### src/rtl/lbdr_pkg.sv
// lbdr_pkg: flit codes, port indices, FSM states and deroute port codes shared by the LBDR router.
package lbdr_pkg;
  localparam logic [2:0] HEADER = 3'b001;
  localparam logic [2:0] BODY   = 3'b010;
  localparam logic [2:0] TAIL   = 3'b100;
  localparam int P_N = 0;
  localparam int P_E = 1;
  localparam int P_W = 2;
  localparam int P_S = 3;
  localparam int P_L = 4;
  typedef enum logic [1:0] {IDLE, ROUTE, DROP} lbdr_state_t;
  typedef enum logic [1:0] {PC_N, PC_E, PC_W, PC_S} lbdr_port_code_t;
endpackage

### src/rtl/lbdr_route_calc.sv
// lbdr_route_calc: combinational LBDR decode to a one-hot {L,S,W,E,N} request; LBDR_DEROUTE_EN adds deroute.
module lbdr_route_calc
  import lbdr_pkg::*;
#(
  parameter int COORD_W = 2
) (
  input  logic [2*COORD_W-1:0] cur_i,
  input  logic [2*COORD_W-1:0] dst_i,
  input  logic [7:0]           rxy_i,
  input  logic [3:0]           cx_i,
`ifdef LBDR_DEROUTE_EN
  input  logic [7:0]           dr_i,
`endif
  output logic [4:0]           req_o
);
  logic [COORD_W-1:0] x_cur, y_cur, x_dst, y_dst;
  logic n1, s1, e1, w1, n, e, w, s, l;
  logic [4:0] min_req;
  assign {y_cur, x_cur} = cur_i;
  assign {y_dst, x_dst} = dst_i;
  assign n1 = y_dst < y_cur;
  assign s1 = y_cur < y_dst;
  assign e1 = x_cur < x_dst;
  assign w1 = x_dst < x_cur;
  assign n = ((n1 & ~e1 & ~w1) | (n1 & e1 & rxy_i[0]) | (n1 & w1 & rxy_i[1])) & cx_i[P_N];
  assign e = ((e1 & ~n1 & ~s1) | (e1 & n1 & rxy_i[2]) | (e1 & s1 & rxy_i[3])) & cx_i[P_E];
  assign w = ((w1 & ~n1 & ~s1) | (w1 & n1 & rxy_i[4]) | (w1 & s1 & rxy_i[5])) & cx_i[P_W];
  assign s = ((s1 & ~e1 & ~w1) | (s1 & e1 & rxy_i[6]) | (s1 & w1 & rxy_i[7])) & cx_i[P_S];
  assign l = ~n1 & ~e1 & ~w1 & ~s1;
  assign min_req = n ? 5'b00001 : e ? 5'b00010 : w ? 5'b00100 : s ? 5'b01000 : l ? 5'b10000 : 5'b00000;
`ifdef LBDR_DEROUTE_EN
  logic [1:0] prim, code;
  assign prim = n1 ? 2'(P_N) : s1 ? 2'(P_S) : e1 ? 2'(P_E) : 2'(P_W);
  assign code = dr_i[2*prim +: 2];
  assign req_o = |min_req ? min_req : (~l & cx_i[code]) ? 5'(5'd1 << code) : 5'b00000;
`else
  assign req_o = min_req;
`endif
endmodule

### src/rtl/lbdr_router.sv
// lbdr_router: per-input-port LBDR routing with packet hold, drop path and config registers; LBDR_DEROUTE_EN adds deroute.
module lbdr_router
  import lbdr_pkg::*;
#(
  parameter int                   COORD_W = 2,
  parameter logic [7:0]           RXY_RST = 8'h3C,
  parameter logic [3:0]           CX_RST  = 4'hF,
  parameter logic [2*COORD_W-1:0] CUR_RST = (2*COORD_W)'(5)
`ifdef LBDR_DEROUTE_EN
  , parameter logic [7:0]         DR_RST  = 8'h00
`endif
) (
  input  logic                   clk,
  input  logic                   rst,
  input  logic                   cfg_we,
  input  logic [7:0]             cfg_rxy,
  input  logic [3:0]             cfg_cx,
  input  logic [2*COORD_W-1:0]   cfg_cur,
`ifdef LBDR_DEROUTE_EN
  input  logic [7:0]             cfg_dr,
`endif
  output logic                   cfg_busy,
  input  logic                   flit_valid,
  input  logic [2:0]             flit_id,
  input  logic [2*COORD_W-1:0]   dst_addr,
  input  logic                   flit_pop,
  output logic [4:0]             port_req,
  output logic                   drop,
  output logic                   proto_err
);
  lbdr_state_t state_q, state_d;
  logic [4:0] req_q, req_d, calc_req;
  logic drop_q, drop_d, err_q, err_d, hdr, tail_pop;
  logic [7:0] rxy_q;
  logic [3:0] cx_q;
  logic [2*COORD_W-1:0] cur_q;
`ifdef LBDR_DEROUTE_EN
  logic [7:0] dr_q;
`endif
  assign hdr      = flit_valid && flit_id == HEADER;
  assign tail_pop = flit_valid && flit_pop && flit_id == TAIL;
  lbdr_route_calc #(.COORD_W(COORD_W)) u_calc (
    .cur_i (cur_q),
    .dst_i (dst_addr),
    .rxy_i (rxy_q),
    .cx_i  (cx_q),
`ifdef LBDR_DEROUTE_EN
    .dr_i  (dr_q),
`endif
    .req_o (calc_req)
  );
  always_comb begin
    state_d = state_q;
    req_d   = req_q;
    drop_d  = drop_q;
    err_d   = 1'b0;
    case (state_q)
      IDLE: if (flit_valid) begin
        if (!hdr) err_d = 1'b1;
        else if (|calc_req) begin
          state_d = ROUTE;
          req_d   = calc_req;
        end else begin
          state_d = DROP;
          drop_d  = 1'b1;
        end
      end
      ROUTE: begin
        err_d = hdr;
        if (tail_pop) begin
          state_d = IDLE;
          req_d   = 5'b00000;
        end
      end
      default: if (tail_pop) begin
        state_d = IDLE;
        drop_d  = 1'b0;
      end
    endcase
  end
  always_ff @(posedge clk) begin
    if (rst) begin
      state_q <= IDLE;
      req_q   <= 5'b00000;
      drop_q  <= 1'b0;
      err_q   <= 1'b0;
    end else begin
      state_q <= state_d;
      req_q   <= req_d;
      drop_q  <= drop_d;
      err_q   <= err_d;
    end
  end
  // Decode above reads the old registers, so a same-cycle header uses the previous configuration.
  always_ff @(posedge clk) begin
    if (rst) begin
      rxy_q <= RXY_RST;
      cx_q  <= CX_RST;
      cur_q <= CUR_RST;
`ifdef LBDR_DEROUTE_EN
      dr_q  <= DR_RST;
`endif
    end else if (cfg_we && state_q == IDLE) begin
      rxy_q <= cfg_rxy;
      cx_q  <= cfg_cx;
      cur_q <= cfg_cur;
`ifdef LBDR_DEROUTE_EN
      dr_q  <= cfg_dr;
`endif
    end
  end
  assign cfg_busy  = state_q != IDLE;
  assign port_req  = req_q;
  assign drop      = drop_q;
  assign proto_err = err_q;
endmodule

### config.mk
export PLATFORM = sky130hd
export DESIGN_NAME = lbdr_router
export DESIGN_NICKNAME = d
export VERILOG_FILES = /design/src/rtl/lbdr_pkg.sv /design/src/rtl/lbdr_route_calc.sv /design/src/rtl/lbdr_router.sv
export SDC_FILE = /design/constraint.sdc
export NUM_CORES = 1
export LEC_CHECK = 0
export CAP_MARGIN = 5
export CORE_ASPECT_RATIO = 0.7
export CORE_UTILIZATION = 35
export CTS_CLUSTER_DIAMETER = 100
export DETAILED_ROUTE_END_ITERATION = 12
export HOLD_SLACK_MARGIN = 0.12
export PLACE_DENSITY = 0.71
export SYNTH_ARGS = -nofsm -noshare
export SYNTH_HDL_FRONTEND = slang
export SYNTH_SLANG_ARGS = --single-unit
### constraint.sdc
create_clock -name clk -period 3.2 [get_ports clk]
set_input_delay 0.64 -clock clk [delete_from_list [all_inputs] [get_ports clk]]
set_output_delay 0.64 -clock clk [all_outputs]
set_load 0.01 [all_outputs]
Yosys cells after proc, flatten, opt, wreduce, memory -nomap -nowiden
Cells that the tools add are included.
{ "op_classes": {"n_eq_ne": 8, "bitwise": 40, "n_mux": 23, "order_cmp": 4, "reduce_logical": 12} }
{ "ops": {"columns": ["op", "n"], "rows": [
  ["two-way mux 5 bit", 9],
  ["AND 1 bit", 27],
  ["two-way mux 2 bit", 5],
  ["!= test 2 bit, second input constant", 5],
  ["case mux 5 bit (2 select lines)", 1],
  ["AND reduction 5 bit", 2],
  ["less-than comparator 2 bit", 4],
  ["bitwise OR 1 bit", 8],
  ["two-way mux 1 bit", 6],
  ["nonzero test 2 bit", 3],
  ["NOT 1 bit", 5],
  ["OR reduction 5 bit", 1],
  ["logical AND 1 bit", 4],
  ["case mux 1 bit (2 select lines)", 2],
  ["equality test 3 x 1 -> 1 bit, second input constant", 1],
  ["equality test 3 bit, second input constant", 1],
  ["AND reduction 3 bit", 1],
  ["equality test 2 x 1 -> 1 bit, second input constant", 1],
  ["logical NOT 2 bit", 1]
]} }
{ "word_totals": {"input_bits": 28, "ff_bits": 25, "word_cells": 94} }

Logic depth before layout (Yosys ltp)
Gate-level depths: netlist of run 1.
{ "depth": {"word_depth": 16, "depth_mapped": 8, "depth_no_buf": 8} }

By module
From an unflattened synthesis of run 1, not the netlist that was laid out.
{ "hier_totals": {"cells_unflattened": 155, "area_unflattened_um2": 1306.3} }
{ "by_module_without_submodules": {"columns": ["mod", "instances", "seq_area_each_um2", "area_per_inst_um2", "cells_each"], "rows": [
  ["lbdr_router", 1, 500.5, 1034.7, 119],
  ["lbdr_route_calc", 1, 0.0, 271.5, 36]
]} }

Worst setup path after synthesis of run 1
No wires, ideal clock.
{ "synth_path": {"kind": "in2reg", "start": "in dst_addr[1]", "end": "reg req_q[0], in the netlist port_req[0]", "arrival_ps": 2552, "setup_slack_ps": 576, "n_path_buf": 0, "cell_stages": 8, "cell_sequence": "inv_1 > ha_1 > nor2b_4 > or2_4 > a2111oi_4 > nor4_2 > a2111oi_4 > mux2i_1"} }
{ "synth_via": {"elab_chain_len": 15} }
{ "synth_lines": {"columns": ["element", "line_no", "text"], "rows": [
  ["start: declaration", "lbdr_router.sv:25", "input logic [2*COORD_W-1:0] dst_addr,"],
  ["less-than comparator 2 bit", "lbdr_route_calc.sv:23", "assign e1 = x_cur < x_dst;"],
  ["NOT 1 bit", "lbdr_route_calc.sv:25, lbdr_route_calc.sv:28, lbdr_route_calc.sv:29", null],
  ["AND 1 bit (2 in a row)", "lbdr_route_calc.sv:28", "assign s = ((s1 & ~e1 & ~w1) | (s1 & e1 & rxy_i[6]) | (s1 & w1 & rxy_i[7])) & cx_i[P_S];"],
  ["bitwise OR 1 bit (2 in a row)", "lbdr_route_calc.sv:28", null],
  ["AND 1 bit", "lbdr_route_calc.sv:28", null],
  ["two-way mux 5 bit (3 in a row)", "lbdr_route_calc.sv:30", "assign min_req = n ? 5'b00001 : e ? 5'b00010 : w ? 5'b00100 : s ? 5'b01000 : l ? 5'b10000 : 5'b00000;"],
  ["two-way mux 5 bit (*)", "lbdr_route_calc.sv:30", null],
  ["two-way mux 5 bit", "lbdr_router.sv:60", "else if (|calc_req) begin"],
  ["two-way mux 5 bit", "lbdr_router.sv:59", "if (!hdr) err_d = 1'b1;"],
  ["two-way mux 5 bit", "lbdr_router.sv:58", "IDLE: if (flit_valid) begin"],
  ["case mux 5 bit (2 select lines)", "lbdr_router.sv:57", "case (state_q)"],
  ["end signal: assignment", "lbdr_router.sv:89", "req_q <= req_d;"],
  ["end: declaration", "lbdr_router.sv:32", "logic [4:0] req_q, req_d, calc_req;"]
]} }
Mark *: on every way between the ends. The rest lies on a longest branch, timed or not. The select of a mux whose other input is x is not followed.
A chain may end at the register's enable or synchronous reset.

Worst setup path in the final report of run 1
{ "layout_path": {"start": "in dst_addr[1]", "end": "reg req_q[2], in the netlist port_req[2]"} }
Same word-level chain as after synthesis.

==> results of run 1 <==
==> sequential cells by signal, summed over array words and instances, names as in the netlist <==
signal / count
cur_q: 4
drop: 1
port_req: 5
cx_q: 4
proto_err: 1
rxy_q: 8
state_q: 2
==> synth_stat cells, types with 2 or more instances <==
cell / n / area (µm²)
inv_1: 9 / 33.8
nand3b_1: 3 / 22.5
nand2_1: 41 / 154
or3_1: 4 / 25.0
nor2b_1: 2 / 12.5
mux2i_1: 5 / 50.1
o211ai_1: 3 / 22.5
nand3_1: 8 / 40.0
ha_1: 4 / 50.1
and4_1: 2 / 17.5
dfxtp_1: 25 / 500
clkbuf_1: 5 / 18.8
a21oi_1: 10 / 50.1
and2_1: 2 / 12.5
o21ai_0: 2 / 10.0
a2111oi_4: 2 / 55.1
o2111a_1: 2 / 22.5
nor2_1: 6 / 22.5
nand2b_1: 2 / 12.5
==> final cells by class <==
cell class              instances  area [µm²]
fillers                       336        1570
multi-input cells             111         698
flip-flops and latches         25         500
repair buffers                 37         365
clock buffers                   4        45.0
inverters                      10        37.5
well taps                      47        58.8
==> power groups by stage <==
stage | registers (mW) | logic (mW) | clock network (mW)
floorplan | 0.345 | 0.109 | 0
global placement | 0.348 | 0.165 | 0
detailed placement | 0.348 | 0.169 | 0
CTS | 0.341 | 0.169 | 0.196
global route | 0.344 | 0.187 | 0.208
finish | 0.341 | 0.168 | 0.191
==> per-layer routing <==
metal  wire [µm]  up-vias
met2        1180       24
met4          26        0
met1        1420      514
met3         174        4
met5           0        -
li1            -      589
==> cells by family (layout without fill, tap and decap cells) <==
logic type | after synthesis | after routing | share of synthesized area
fa+ha+maj | 4 | 4 | 0.0399
flops | 25 | 25 | 0.399
xor+xnor | 1 | 1 | 0.00698
simple gates | 75 | 75 | 0.292
mux | 7 | 7 | 0.0578
compound gates | 24 | 24 | 0.160
buf+inv | 15 | 51 | 0.0449
==> how the worst min path moves through the flow <==
stage                                   from                       end  slack [ns]  depth (start not counted)
detailed placement  port_req[3]$_SDFFE_PP0P_  port_req[3]$_SDFFE_PP0P_        0.45                          2
global route           rxy_q[6]$_SDFFE_PP0P_     rxy_q[6]$_SDFFE_PP0P_        0.49                          2
floorplan              rxy_q[6]$_SDFFE_PP0P_     rxy_q[6]$_SDFFE_PP0P_        0.43                          2
CTS                 port_req[3]$_SDFFE_PP0P_  port_req[3]$_SDFFE_PP0P_        0.47                          2
global placement    port_req[3]$_SDFFE_PP0P_  port_req[3]$_SDFFE_PP0P_        0.45                          2
finish              port_req[3]$_SDFFE_PP0P_  port_req[3]$_SDFFE_PP0P_        0.46                          2
==> cell usage in the layout (no fill, tap or decap) <==
master and instances:
nor3_1 1, o2111a_1 2, buf_4 2, nand3_1 8
nor2_1 6, o211ai_1 3, nand2_1 41, or3_1 4
mux2_1 1, o31ai_1 1, a221oi_1 1, nand3b_1 3
clkbuf_1 1, inv_1 9, clkbuf_8 3, dfxtp_1 25
a41o_1 1, and4_1 2, inv_2 1, clkdlybuf4s50_1 35
o21ai_0 2, and2b_1 1, mux2i_1 5, and2_1 2
a2111oi_4 2, nor2b_4 1, nor2b_1 2, or2_4 1
ha_1 4, a21oi_1 10, o21ai_1 1, xnor2_1 1
nand2b_1 2, nor4_2 1, a2111oi_0 1, mux2_2 1
==> stage by stage <==
| stage | power (mW) | util | area, µm² | setup WS [ns] |
|---|---|---|---|---|
| final | 0.700 | 0.521 | 1710 | 0.303 |
| after global routing | 0.738 | 0.521 | 1710 | 0.162 |
| after CTS | 0.706 | 0.521 | 1710 | 0.312 |
| after detailed placement | 0.517 | 0.507 | 1660 | 0.0212 |
| after global placement | 0.513 | 0.507 | 1660 | 0.100 |
| after floorplan | 0.454 | - | 1250 | 0.576 |
==> worst reg2reg max path: cells and delay by family, from the launching register on <==
| kind | cells | cell delay [ns] |
|---|---|---|
| AO/OA/AOI/OAI | 3 | 0.91 |
| adder cells (fa/ha/maj) | 1 | 0.29 |
| buffers and inverters | 1 | 0.21 |
| flip-flops | 1 | 0.33 |
| multiplexers | 1 | 0.19 |
| AND/OR/NAND/NOR | 2 | 0.36 |
==> summary.txt, run 1 <==
Status
  • Status: completed

Power
  • Sequential share of power: 0.488
  • Pwr/cell area: between 400 and 500 mW/mm²
  • Switching Share: 0.278
  • Static leakage: roughly 0.67 nW
  • Net switching power: between 0.15 and 0.2 mW
  • Cell-internal power: about 0.51 mW
  • Peak VDD IR: between 0.15 and 0.2 mV
  • Power share of the combinational group: 0.240
  • Clock power share: 0.272

Cells and area
  • Fraction of layout instances using a drive strength above 1: 0.0642
  • Inserted Diodes: 0
  • Total Nets Final: between 200 and 250
  • Area grow syn2layout: 35.9%
  • Final Non-Filler Cells: roughly 230

Global route
  • Vias in the first global route: 996
  • Met2 Use GR: 0.248
  • Initial antenna violation count: 0
  • Total GRT Usage: 0.158
  • First-pass GRT wire length: ~4.5 mm
  • Most used routing layer: met2
  • GR Overflow Total: 0
  • Pin count of the biggest net entering global routing: 20
  • Met3 usage: 0.0543
  • Met1 Use GR: 0.207

Critical path
  • Worst-path fanout max: 5
  • R2R setup slack: about 0.83 ns
  • Top cell by count, worst path: a2111oi_4
  • Worst reg2reg endpoint: port_req[2]$_SDFFE_PP0P_
  • Crit-path slowest cell: clkdlybuf4s50_1
  • Slowest cell delay on critical path: 0.45 ns
  • Crit path from: dst_addr[1]
  • Required time worst endpoint: between 3 and 4 ns
  • Crit start category: input port
  • Worst path depth: 10
  • Critical Path End: port_req[2]$_SDFFE_PP0P_
  • Crit-path cells: clkdlybuf4s50_1 -> inv_1 -> ha_1 -> nor2b_4 -> or2_4 -> a2111oi_4 -> nor4_2 -> a2111oi_4 -> buf_4 -> mux2i_1
  • CP Buf/Inv Count: 3
  • CP arrival: about 3.1 ns
  • Setup CP Type: input port to flop
  • R2R Path Start: cur_q[3]$_SDFFE_PP0P_
  • Crit. End Element: flop
  • Worst r2r path cells: 8
  • Delay-heaviest family, CP: compound AO/OA/AOI/OAI gates

Clocking
  • CTS tree: yes
  • Clk_lat worst skew: about 0.27 ns
  • H-Tree Depth: 1
  • TritonCTS Buffers: 3
  • Root Driver: clkbuf_8
  • Post-CTS Setup Repair Bufs: 0
  • Max clock buf depth: 2
  • CTS sink count: 25
  • Post-CTS sizing: 0
  • Reg clk slew, reported paths: about 0.090 ns
  • Hold_buf cts: 0

Timing
  • Max Slew Vio Count: 0
  • RSZ-0062 raised after global routing: no
  • Worst Skew: 0.00133 ns
  • Worst-Margin Slew: 0.626 ns
  • Setup TNS: 0 ns
  • Hold Slack: about 0.46 ns
  • Relative slew margins: 0.583
  • Final Setup Violations: 0
  • Final hold vios: 0
  • Final worst-path cycle share: 0.905
  • Fin crit period: about 2.9 ns
  • Max Freq: about 350 MHz

Yosys
  • Synth unique cells: 33
  • Syn avg cell area: between 8 and 9 µm²
  • Post-synth EDFFs: 0
  • Sequential share of the synthesized area: 0.399
  • Most used DFF post-synth: dfxtp_1
  • Ys Warns: 0
  • Async S/R FF share, synth: 0
  • Synthesized instance count: about 150
  • Mapped cell area: roughly 0.0013 mm²
  • Post-synthesis register bit count: 25
  • Syn_nets: 183

Floorplan
  • Die width: 73.6 µm
  • Core area: approximately 0.0033 mm²
  • Placement row count: 17
  • I/O pin count: 36
  • Die ar.: around 0.0038 mm²
  • Die Ht: 52.1 µm
  • Starting Density: 0.383

Placed design
  • Post-DP HPWL: about 2.2 mm
  • Routability cong.: 0.872
  • Placed cells: 230
  • I/O Buffers: 35

Run
  • Max cap viols: 0

Routing
  • Avg WL per Cell: roughly 12 µm
  • Post-DRT Antenna Nets: 0
  • 1st-pass router iterations: 4
  • Drt via density: ~4.8
  • 1st-iter DRT viols: 30
  • DRC Markers: 0
  • Total Wirelength: about 2.8 mm
  • Vias: around 1100

Hold path
  • Hold WC Path Type: flop to flop
Power figures use the tool's default switching activity.
==> run 2, diff against run 1 <==
--- a/config.mk
+++ b/config.mk
@@ -12,6 +12,7 @@
 export DETAILED_ROUTE_END_ITERATION = 12
 export HOLD_SLACK_MARGIN = 0.12
 export PLACE_DENSITY = 0.71
+export REMOVE_ABC_BUFFERS = 1
 export SYNTH_ARGS = -nofsm -noshare
 export SYNTH_HDL_FRONTEND = slang
 export SYNTH_SLANG_ARGS = --single-unit
==> run 2 against run 1 <==
Core utilization is the same. Worst hold slack better by 0.0052 ns. Die area is the same. Largest cell class unchanged. Sequential share of layout area unchanged. Register-to-register slack gained 0.02 ns. Total power down 0.54%. Flip-flop and latch count unchanged. Sequential power about the same. Wire length shrank 1.9%. Worst setup slack improved by 0.0051 ns. Maximum frequency rose by 0.17%. First-iteration DRC count up 110%.
==> summary.txt, run 2 (synthesis results as in run 1) <==
Critical path
  • CP arrival: 3.09 ns (about the same)
  • Worst-path fanout max: 5 (unchanged)
  • Setup CP Type: input port to flop
  • Crit start category: input port
  • Required time worst endpoint: 3.40 ns (about the same)
  • Crit. End Element: flop

Timing
  • Final hold vios: 0 (unchanged)
  • Final worst-path cycle share: 0.904 (-0.00158)
  • Setup TNS: 0 ns (unchanged)
  • Worst-Margin Slew: 0.633 ns (+0.00774 ns)
  • RSZ-0062 raised after global routing: no
  • Hold Slack: 0.467 ns (+0.00524 ns)
  • Max Slew Vio Count: 0 (unchanged)
  • Relative slew margins: 0.578 (-0.00516)
  • Worst Skew: 0.00702 ns (+0.00569 ns)
  • Fin crit period: 2.89 ns (-0.00505 ns)
  • Max Freq: 346 MHz (+0.17%)
  • Final Setup Violations: 0 (unchanged)

Clocking
  • Root Driver: clkbuf_8
  • Reg clk slew, reported paths: 0.09 ns (about the same)
  • Max clock buf depth: 2 (unchanged)
  • Hold_buf cts: 0 (unchanged)
  • TritonCTS Buffers: 3 (unchanged)
  • Post-CTS sizing: 0 (unchanged)
  • CTS sink count: 25 (unchanged)
  • Post-CTS Setup Repair Bufs: 0 (unchanged)
  • H-Tree Depth: 1 (unchanged)
  • Clk_lat worst skew: 0.27 ns (about the same)
  • CTS tree: yes

Floorplan
  • Core area: 0.00328 mm² (unchanged)
  • Placement row count: 17 (unchanged)
  • Die ar.: 0.00383 mm² (unchanged)
  • Starting Density: 0.383 (unchanged)
  • Die Ht: 52.1 µm (unchanged)
  • Die width: 73.6 µm (unchanged)
  • I/O pin count: 36 (unchanged)

Placed design
  • Post-DP HPWL: 2.17 mm (-0.14%)
  • Dpl cell area: 0.00166 mm² (unchanged)
  • I/O Buffers: 35 (unchanged)
  • Placed cells: 230 (unchanged)
  • Routability cong.: 0.793 (-9.1%)

Cells and area
  • Most frequent cells in the layout: nand2_1, clkdlybuf4s50_1, dfxtp_1
  • Fin area: 0.00171 mm² (unchanged)
  • Commonest non-fill, non-tap cell in the layout: nand2_1
  • Total Nets Final: 220 (unchanged)
  • Inserted Diodes: 0 (unchanged)
  • Biggest register: rxy_q
  • Fraction of layout instances using a drive strength above 1: 0.0642 (unchanged)
  • Area grow syn2layout: 35.9% (unchanged)
  • Final Non-Filler Cells: 234 (unchanged)
  • Max reg flops: 8 (unchanged)

Routing
  • Total Wirelength: 2.75 mm (-1.9%)
  • Avg WL per Cell: 11.8 µm (-1.9%)
  • 1st-iter DRT viols: 63 (+110%)
  • DRC Markers: 0 (unchanged)
  • Post-DRT Antenna Nets: 0 (unchanged)
  • 1st-pass router iterations: 4 (unchanged)
  • Vias: 1125 (-0.53%)
  • Drt via density: 4.81 (-0.53%)

Status
  • Status: completed

Global route
  • Total GRT Usage: 0.158 (-0.000352)
  • First-pass GRT wire length: 4.54 mm (+0.62%)
  • Vias in the first global route: 1046 (+5.0%)
  • GR Overflow Total: 0 (unchanged)
  • Met1 Use GR: 0.207 (+0.000244)
  • Most used routing layer: met2
  • Pin count of the biggest net entering global routing: 20 (unchanged)
  • Met3 usage: 0.0504 (-0.00388)
  • Initial antenna violation count: 0 (unchanged)
  • Met2 Use GR: 0.251 (+0.00306)

Power
  • Pwr/cell area: 408 mW/mm² (-0.54%)
  • Static leakage: 0.666 nW (unchanged)
  • Design Power: 0.696 mW (-0.54%)
  • Peak VDD IR: 0.231 mV (+39%)

Run
  • Max cap viols: 0 (unchanged)

Hold path
  • Hold WC Path Type: flop to flop
==> run 2: cell counts in the layout (fill, tap and decap cells not counted) <==
No cell type changed its count.
==> run 2: stage by stage <==
step,setup WS (ns),util
global route,0.169,0.521
detailed placement,-0.00218,0.507
CTS,0.294,0.521
global placement,0.114,0.507
floorplan,0.576,-
finish,0.308,0.521
==> run 2: report_power, final <==
| part | switching (mW) | internal (mW) | total, mW |
|---|---|---|---|
| logic | 0.0826 | 0.0861 | 0.169 |
| registers | 0.0109 | 0.330 | 0.341 |
| clock network | 0.0980 | 0.0891 | 0.187 |
==> run 2: worst max-delay path: stages <==
cell             delay (ns)
clkdlybuf4s50_1        0.46
inv_1                  0.04
ha_1                   0.33
nor2b_4                0.15
or2_4                  0.24
a2111oi_4              0.35
nor4_2                 0.14
a2111oi_4              0.34
buf_4                  0.20
mux2i_1                0.19
==> run 2: worst paths after layout <==
check | to | startpoint | cells past startpoint | slack (ns)
worst max-delay path | port_req[2]$_SDFFE_PP0P_ | dst_addr[1] | 10 | 0.31
worst min-delay path | port_req[4]$_SDFFE_PP0P_ | port_req[4]$_SDFFE_PP0P_ | 2 | 0.47
worst max register to register | port_req[2]$_SDFFE_PP0P_ | cur_q[1]$_SDFFE_PP0P_ | 8 | 0.85
worst min register to register | port_req[4]$_SDFFE_PP0P_ | port_req[4]$_SDFFE_PP0P_ | 2 | 0.47
==> run 2: layout make-up <==
class,count,area [µm²]
Tap cell,47,58.8
Inverter,10,37.5
Sequential cell,25,500
Fill cell,315,1570
Timing Repair Buffer,37,365
Clock buffer,4,45.0
Multi-Input combinational cell,111,698
==> run 2: routing by layer <==
layer / wire (µm) / share of wire / up-vias
met5: 0 / 0 / -
met4: 25 / 0.0091 / 0
met3: 190 / 0.069 / 4
met2: 1160 / 0.42 / 27
met1: 1380 / 0.50 / 505
li1: - / - / 589
==> run 3, diff against run 2 <==
--- a/config.mk
+++ b/config.mk
@@ -13,6 +13,7 @@
 export HOLD_SLACK_MARGIN = 0.12
 export PLACE_DENSITY = 0.71
 export REMOVE_ABC_BUFFERS = 1
+export SKIP_CTS_REPAIR_TIMING = 1
 export SYNTH_ARGS = -nofsm -noshare
 export SYNTH_HDL_FRONTEND = slang
 export SYNTH_SLANG_ARGS = --single-unit
==> results of run 3 <==
No change in the layout: final DEF, timing and power equal those of run 2.
